<file path="config.mk">
export PLATFORM = sky130hd
export DESIGN_NAME = stall_replay_buffer_flat
export DESIGN_NICKNAME = d
export VERILOG_FILES = /design/src/rtl/stall_replay_buffer_if.sv /design/src/rtl/stall_replay_buffer.sv /design/src/flat_wrapper.sv
export SDC_FILE = /design/constraint.sdc
export NUM_CORES = 1
export LEC_CHECK = 0
export CAP_MARGIN = 10
export CORE_UTILIZATION = 45
export CTS_CLUSTER_DIAMETER = 30
export DETAILED_ROUTE_END_ITERATION = 10
export PLACE_DENSITY = 0.89
export SLEW_MARGIN = 15
export SYNTH_ARGS = -nofsm -noshare
export SYNTH_HDL_FRONTEND = slang
export SYNTH_SLANG_ARGS = --single-unit
</file>
<file path="constraint.sdc">
create_clock -name clk -period 13.4 [get_ports clk]
set_input_delay 2.68 -clock clk [delete_from_list [all_inputs] [get_ports clk]]
set_output_delay 2.68 -clock clk [all_outputs]
set_load 0.03 [all_outputs]
</file>
<file path="src/rtl/stall_replay_buffer_if.sv">
// Handshake/data bundle between a fixed-latency source, the stall replay
// buffer and the consumer stage.
//   stall     : consumer not accepting this cycle (no request issued)
//   flush     : discard all in-flight and buffered responses
//   in        : source response data, lane c at [c*WIDTH +: WIDTH]
//   issue     : a request is issued this cycle
//   out       : data presented to the consumer
//   out_valid : out carries a tracked response consumed this cycle
//   count     : number of buffered entries (shared by all lanes)
// Modports: slave = the buffer, master = the environment driving it.
interface stall_replay_buffer_if #(
    parameter int WIDTH    = 32,
    parameter int CHANNELS = 1,
    parameter int LATENCY  = 1
);
    localparam int COUNT_W = $clog2(LATENCY + 1);

    logic                        stall;
    logic                        flush;
    logic [CHANNELS*WIDTH-1:0]   in;
    logic                        issue;
    logic [CHANNELS*WIDTH-1:0]   out;
    logic                        out_valid;
    logic [COUNT_W-1:0]          count;

    modport master (
        output stall, flush, in,
        input  issue, out, out_valid, count
    );

    modport slave (
        input  stall, flush, in,
        output issue, out, out_valid, count
    );
endinterface

</file>
<file path="src/rtl/stall_replay_buffer.sv">
// Hold-and-replay buffer between a fixed-latency source that cannot be
// frozen and a consumer stage that may stall. Responses that land while
// the consumer is stalled are captured (up to LATENCY per lane) and
// replayed oldest-first once the stall releases; with nothing buffered the
// source data bypasses straight to the consumer.
// Ports:
//   clk   : clock, all state updates on posedge
//   reset : synchronous, active-high
//   bus   : stall_replay_buffer_if.slave (stall, flush, in, issue, out,
//           out_valid, count)
module stall_replay_buffer #(
    parameter int WIDTH    = 32,
    parameter int CHANNELS = 1,
    parameter int LATENCY  = 1
) (
    input logic                  clk,
    input logic                  reset,
    stall_replay_buffer_if.slave bus
);
    localparam int COUNT_W = $clog2(LATENCY + 1);
    localparam int PTR_W   = (LATENCY > 1) ? $clog2(LATENCY) : 1;
    localparam int BUS_W   = CHANNELS * WIDTH;

    // trk[i] set: a request issued i+1 cycles ago is still in flight.
    logic [LATENCY-1:0] trk;
    // All lanes share pointers, so each entry holds the full multi-lane word.
    logic [BUS_W-1:0]   mem [LATENCY];
    logic [PTR_W-1:0]   rd_ptr;
    logic [PTR_W-1:0]   wr_ptr;
    logic [COUNT_W-1:0] count_q;

    logic arrive;
    logic buffered;
    logic run;
    logic push;
    logic pop;

    function automatic logic [PTR_W-1:0] ptr_inc(input logic [PTR_W-1:0] p);
        return (p == PTR_W'(LATENCY - 1)) ? '0 : p + 1'b1;
    endfunction

    always_comb begin
        arrive   = trk[LATENCY-1];
        buffered = (count_q != '0);
        run      = !reset && !bus.flush;
        // An arrival is buffered when stalled, or when older entries must
        // drain first; with an empty buffer it bypasses instead.
        push     = run && arrive && (bus.stall || buffered);
        pop      = run && !bus.stall && buffered;

        bus.issue     = !bus.stall && !reset;
        bus.out_valid = run && !bus.stall && (buffered || arrive);
        bus.out       = (buffered && !reset) ? mem[rd_ptr] : bus.in;
        bus.count     = count_q;
    end

    always_ff @(posedge clk) begin
        if (reset) begin
            trk <= '0;
        end else if (bus.flush) begin
            // Everything in flight is discarded except a request issued
            // in the flush cycle itself.
            trk <= LATENCY'(bus.issue);
        end else begin
            trk <= (trk << 1) | LATENCY'(bus.issue);
        end
    end

    always_ff @(posedge clk) begin
        if (reset || bus.flush) begin
            count_q <= '0;
            rd_ptr  <= '0;
            wr_ptr  <= '0;
        end else begin
            if (push) begin
                wr_ptr <= ptr_inc(wr_ptr);
            end
            if (pop) begin
                rd_ptr <= ptr_inc(rd_ptr);
            end
            if (push && !pop) begin
                count_q <= count_q + 1'b1;
            end else if (pop && !push) begin
                count_q <= count_q - 1'b1;
            end
        end
    end

    always_ff @(posedge clk) begin
        if (push) begin
            mem[wr_ptr] <= bus.in;
        end
    end
endmodule

</file>
<file path="src/flat_wrapper.sv">
// flat-port wrapper written by rule: the top's interface ports become plain ports
module stall_replay_buffer_flat 
#(
    parameter int WIDTH    = 32,
    parameter int CHANNELS = 1,
    parameter int LATENCY  = 1
)
  (clk, reset, bus_stall, bus_flush, bus_in, bus_issue, bus_out, bus_out_valid, bus_count);
  stall_replay_buffer_if #(.WIDTH(WIDTH), .CHANNELS(CHANNELS), .LATENCY(LATENCY)) bus_i ();
  input logic clk;
  input logic reset;
  input wire logic [$bits(bus_i.stall)-1:0] bus_stall;
  input wire logic [$bits(bus_i.flush)-1:0] bus_flush;
  input wire logic [$bits(bus_i.in)-1:0] bus_in;
  output wire logic [$bits(bus_i.issue)-1:0] bus_issue;
  output wire logic [$bits(bus_i.out)-1:0] bus_out;
  output wire logic [$bits(bus_i.out_valid)-1:0] bus_out_valid;
  output wire logic [$bits(bus_i.count)-1:0] bus_count;
  assign bus_i.stall = bus_stall;
  assign bus_i.flush = bus_flush;
  assign bus_i.in = bus_in;
  assign bus_issue = bus_i.issue;
  assign bus_out = bus_i.out;
  assign bus_out_valid = bus_i.out_valid;
  assign bus_count = bus_i.count;
  stall_replay_buffer #(.WIDTH(WIDTH), .CHANNELS(CHANNELS), .LATENCY(LATENCY)) u_core (.clk(clk), .reset(reset), .bus(bus_i));
endmodule
</file>
# Yosys cells after proc, flatten, opt, wreduce, memory -nomap -nowiden
# Memory sizes are Yosys's and may differ from the RTL's.
# Cells that the tools add are included.
op_classes:
  add_sub_neg: 2
  mux: 5
  n_reduce_logical: 19
op_table:
  columns: ["op", "count"]
  rows:
  - ["two-way mux 32 bit", 1]
  - ["logical AND 1 bit", 10]
  - ["logical NOT 1 bit", 5]
  - ["two-way mux 1 bit", 4]
  - ["logical OR 1 bit", 3]
  - ["nonzero test 2 bit", 1]
  - ["adder 1 bit, second input constant", 1]
  - ["subtractor 1 bit, second input constant", 1]
word_totals:
  in_bits: 36
  mem_count: 1
  ramBits: 32
  out_inout_bits: 35
  register_bits: 2
  word_cells: 29
memory_table:
  columns: ["memory", "depth", "word_bits", "rd", "rd_ports_with_merged_regs", "wr", "line_no", "rtl"]
  rows:
  - ["u_core.mem", 1, 32, 1, 0, 1, "stall_replay_buffer.sv:27", "logic [BUS_W-1:0] mem [LATENCY];"]

# Depth between registers and ports, before layout
logic_depth:
  depth_word: 8
  depth_mapped: 4

# Least setup slack after synthesis
# OpenSTA, ideal clock, no wires.
synth_path:
  path_kind: "input-to-reg"
  from: "input port bus_stall"
  to: "memory u_core.mem[0][0] (netlist name), enable pin"
  path_slack_ps: 6799
  arrival_ps: 6088
  setup_ps: 512
  stages: 2
  t_required_ps: 12888
  cell_sequence: "nor2_1 > nor4b_1"
synth_between:
  elab_chain_len: 4
synth_rtl:
  columns: ["item", "line_no", "rtl"]
  rows:
  - ["start: declaration", "flat_wrapper.sv:12", "input wire logic [$bits(bus_i.stall)-1:0] bus_stall;"]
  - ["logical OR 1 bit", "stall_replay_buffer.sv:48", "push = run && arrive && (bus.stall || buffered);"]
  - ["logical AND 1 bit", "stall_replay_buffer.sv:48", null]
  - ["via u_core.push", "stall_replay_buffer.sv:35", "logic push;"]
  - ["two-way mux 1 bit", "stall_replay_buffer.sv:90", "if (push) begin"]
  - ["two-way mux 1 bit (implied by the code)", "stall_replay_buffer.sv:91", "mem[wr_ptr] <= bus.in;"]
  - ["end: declaration", "stall_replay_buffer.sv:27", null]
# The timed path passes the listed nets, and every way through them passes these cells.

# Worst setup path in the final report
layout_path:
  from: "input port reset"
  to: "output port bus_out[13]"
layout_between:
  elab_chain_len: 3
layout_rtl:
  columns: ["item", "line_no", "rtl"]
  rows:
  - ["start: declaration", "flat_wrapper.sv:11", "input logic reset;"]
  - ["logical NOT 1 bit", "stall_replay_buffer.sv:53", "bus.out = (buffered && !reset) ? mem[rd_ptr] : bus.in;"]
  - ["logical AND 1 bit", "stall_replay_buffer.sv:53", null]
  - ["two-way mux 32 bit", "stall_replay_buffer.sv:53", null]
  - ["end: declaration", "flat_wrapper.sv:16", "output wire logic [$bits(bus_i.out)-1:0] bus_out;"]
# No other way between the ends.

==> summary.md <==
| Metric | Value |
|---|---|
| Sequential fraction of the synthesis area | `roughly 62%` |
| FF-to-FF path depth | `3` |
| Largest net degree at the start of global routing | `33` |
| Clk_skew | `0.00917 ns` |
| Die H | `61.7 µm` |
| RSZ-0062 raised after global routing | `false` |
| DIE AREA | `3810 µm²` |
| Worst path arrival time | `5.14 ns` |
| Via count | `roughly 960` |
| Leading area contributor after synthesis | `edfxtp_1` |
| Crit path kind | `input port to primary output` |
| Routed Antenna Nets | `0` |
| Final net count | `190` |
| Root Buffer | `clkbuf_4` |
| Post_cts resized | `0` |
| Top Ports | `71` |
| Global route total overflow | `0` |
| CTS clk-pin slew, worst paths | `0.09 ns` |
| Pleak | `slightly above 0.9 nW` |
| Vias in the first global route | `921` |
| Number of port buffers | `70` |
| Ant diodes | `0` |
| First-pass DRT Iterations | `4` |
| Shortest period the worst path allows | `about 7.8 ns` |
| Final hold violations | `0` |
| Core Rows | `21` |
| First-pass GRT wire length | `4.30 mm` |
| Most common cell after layout, fill and taps aside | `clkdlybuf4s50_1` |
| Setup TNS | `0 ns` |
| Mean post-synth cell area | `20.1 µm²` |
| Worst setup margin | `about 5.6 ns` |
| Synthesized area | `1610 µm²` |
| Clk sinks | `34` |
| Routed len/inst | `between 15 and 20 µm` |
| CTS H-tree depth | `2` |
| DRT Wirelength | `between 3 and 4 mm` |
| CP endpoint kind | `primary output` |
| RePlAce Congestion | `0.673` |
| Highest clock rate | `0.128 GHz` |
| Clock Path Buffers | `2` |
| Max_cap viols | `0` |
| CTS tree | `built` |
| Gr usage total | `16.7%` |
| Hold Crit Class | `flop to flop` |
| Worst setup SP type | `input port` |
| Post-DP HPWL | `about 2.2 mm` |
| Max Slew Vio Count | `0` |
| Syn_nets | `116` |
| Fillcell total | `232` |
| Most frequent cells in the layout | `70 x clkdlybuf4s50_1, 32 x edfxtp_1, 30 x mux2_4` |
| Synth warn | `0` |
| Tot Pwr | `0.217 mW` |
| Final Instance Area | `2360 µm²` |
| Share of cells above drive strength 1 | `between 20 and 30%` |
| Area after DPL | `2310 µm²` |
| FF+latch count, synth | `34` |
| Hold-critical path depth | `1` |
| Largest cells by area after synthesis | `edfxtp_1 60%, mux2_4 28%, buf_12 3.7%, dfxtp_1 2.5%, mux2_1 1.4%` |
| Area growth from synthesis to layout | `46.8%` |
| Worst-margin pin slew | `1.06 ns` |
| CORE AREA | `3390 µm²` |
| CTS Buf Count | `5` |
| Final worst path period share | `58.4%` |
| Die width | `61.7 µm` |
| Synth cell types | `13` |
| Maximum vdd drop | `0.0618 mV` |
| Setup violators final | `0` |
| Post-CTS setup buffers | `0` |
| WP data required | `10.72 ns` |
| Status | `finished, final reports clean` |
| Vias per std cell | `4.79` |
| Final hold slack | `roughly 0.60 ns` |
| CP max FO | `32` |
| Drt first-iter violations | `23` |
| CTS Hold Buffers Added | `0` |
| Initial core utilization | `47.4%` |
| Worst-Skew Late Latency | `0.33 ns` |
| Pre-CTS setup slack | `5.56 ns` |
| Relative slew slack | `between 20% and 30%` |
| Initial antenna violation count | `0` |
| PD cells | `92.0 nW/µm²` |
| Remaining routing DRC violations | `0` |
| Mapped Cells | `80` |
| Synth top area share | `59.9%` |
layout make-up:
cell class | instances | area [µm²] | area share [%]
Timing Repair Buffer | 71 | 708 | 30.1
Tap cell | 46 | 57.6 | 2.44
Clock inverter | 2 | 10.0 | 0.425
Multi-Input combinational cell | 42 | 542 | 23.0
Clock buffer | 5 | 37.5 | 1.59
Sequential cell | 34 | 1000 | 42.5
path summary, 6_finish.rpt:
| check | startpoint | slack (ns) | endpoint |
|---|---|---|---|
| worst max register to register | u_core.bus.count$_SDFFE_PP0P_ | 11.92 | u_core.mem[0][11]$_DFFE_PP_ |
| worst min-delay path | u_core.bus.count$_SDFFE_PP0P_ | 0.60 | u_core.bus.count$_SDFFE_PP0P_ |
| worst max-delay path | reset | 5.58 | bus_out[13] |
| worst min register to register | u_core.bus.count$_SDFFE_PP0P_ | 0.60 | u_core.bus.count$_SDFFE_PP0P_ |
worst max-delay path, cell delays in order:
cell and delay, ns:
clkdlybuf4s50_1 0.58, nand2b_2 0.88, mux2_4 0.30, clkdlybuf4s50_1 0.70
power breakdown:
group	internal [mW]	total [mW]	switching [mW]
registers	0.117	0.118	0.000599
logic	0.0263	0.0468	0.0206
clock network	0.0188	0.0518	0.0329
total	0.163	0.217	0.0541
metrics by stage:
| stage | instances | utilization [%] |
|---|---|---|
| 2_1_floorplan | 80 | - |
| 3_3_place_gp | 193 | 68.1 |
| 3_5_place_dp | 193 | 68.1 |
| 4_1_cts | 200 | 69.5 |
| 5_1_grt | 200 | 69.5 |
| 6_report | 200 | 69.5 |
state kept, by name (all words and copies together) (netlist names):
register,flops
u_core.bus.count,1
u_core.arrive,1
u_core.mem,32
Yosys cell counts:
master     count
edfxtp_1      32
mux2_4        30
nor2_1         4
buf_12         3
dfxtp_1        2
mux2_1         2
a2111oi_1      1
a21oi_1        1
buf_6          1
nand2b_1       1
nor4_1         1
nor4b_1        1
xnor2_1        1
cell families (layout without fill, tap and decap cells):
group	after synthesis	count (layout)	synth area share [%]
compound gates	2	2	0.935
xor+xnor	1	1	0.546
buf+inv	4	78	4.44
flops	34	34	62.4
mux	32	32	29.5
simple gates	7	7	2.26
per-layer routing:
metal,GRT usage [%],vias to the layer above,share of wire [%]
met5,0,-,0
met4,7.62,0,1.8
met3,8.90,6,11
met1,19.8,443,40
met2,25.0,50,48
li1,-,458,-
(Power assumes the default switching activity.)
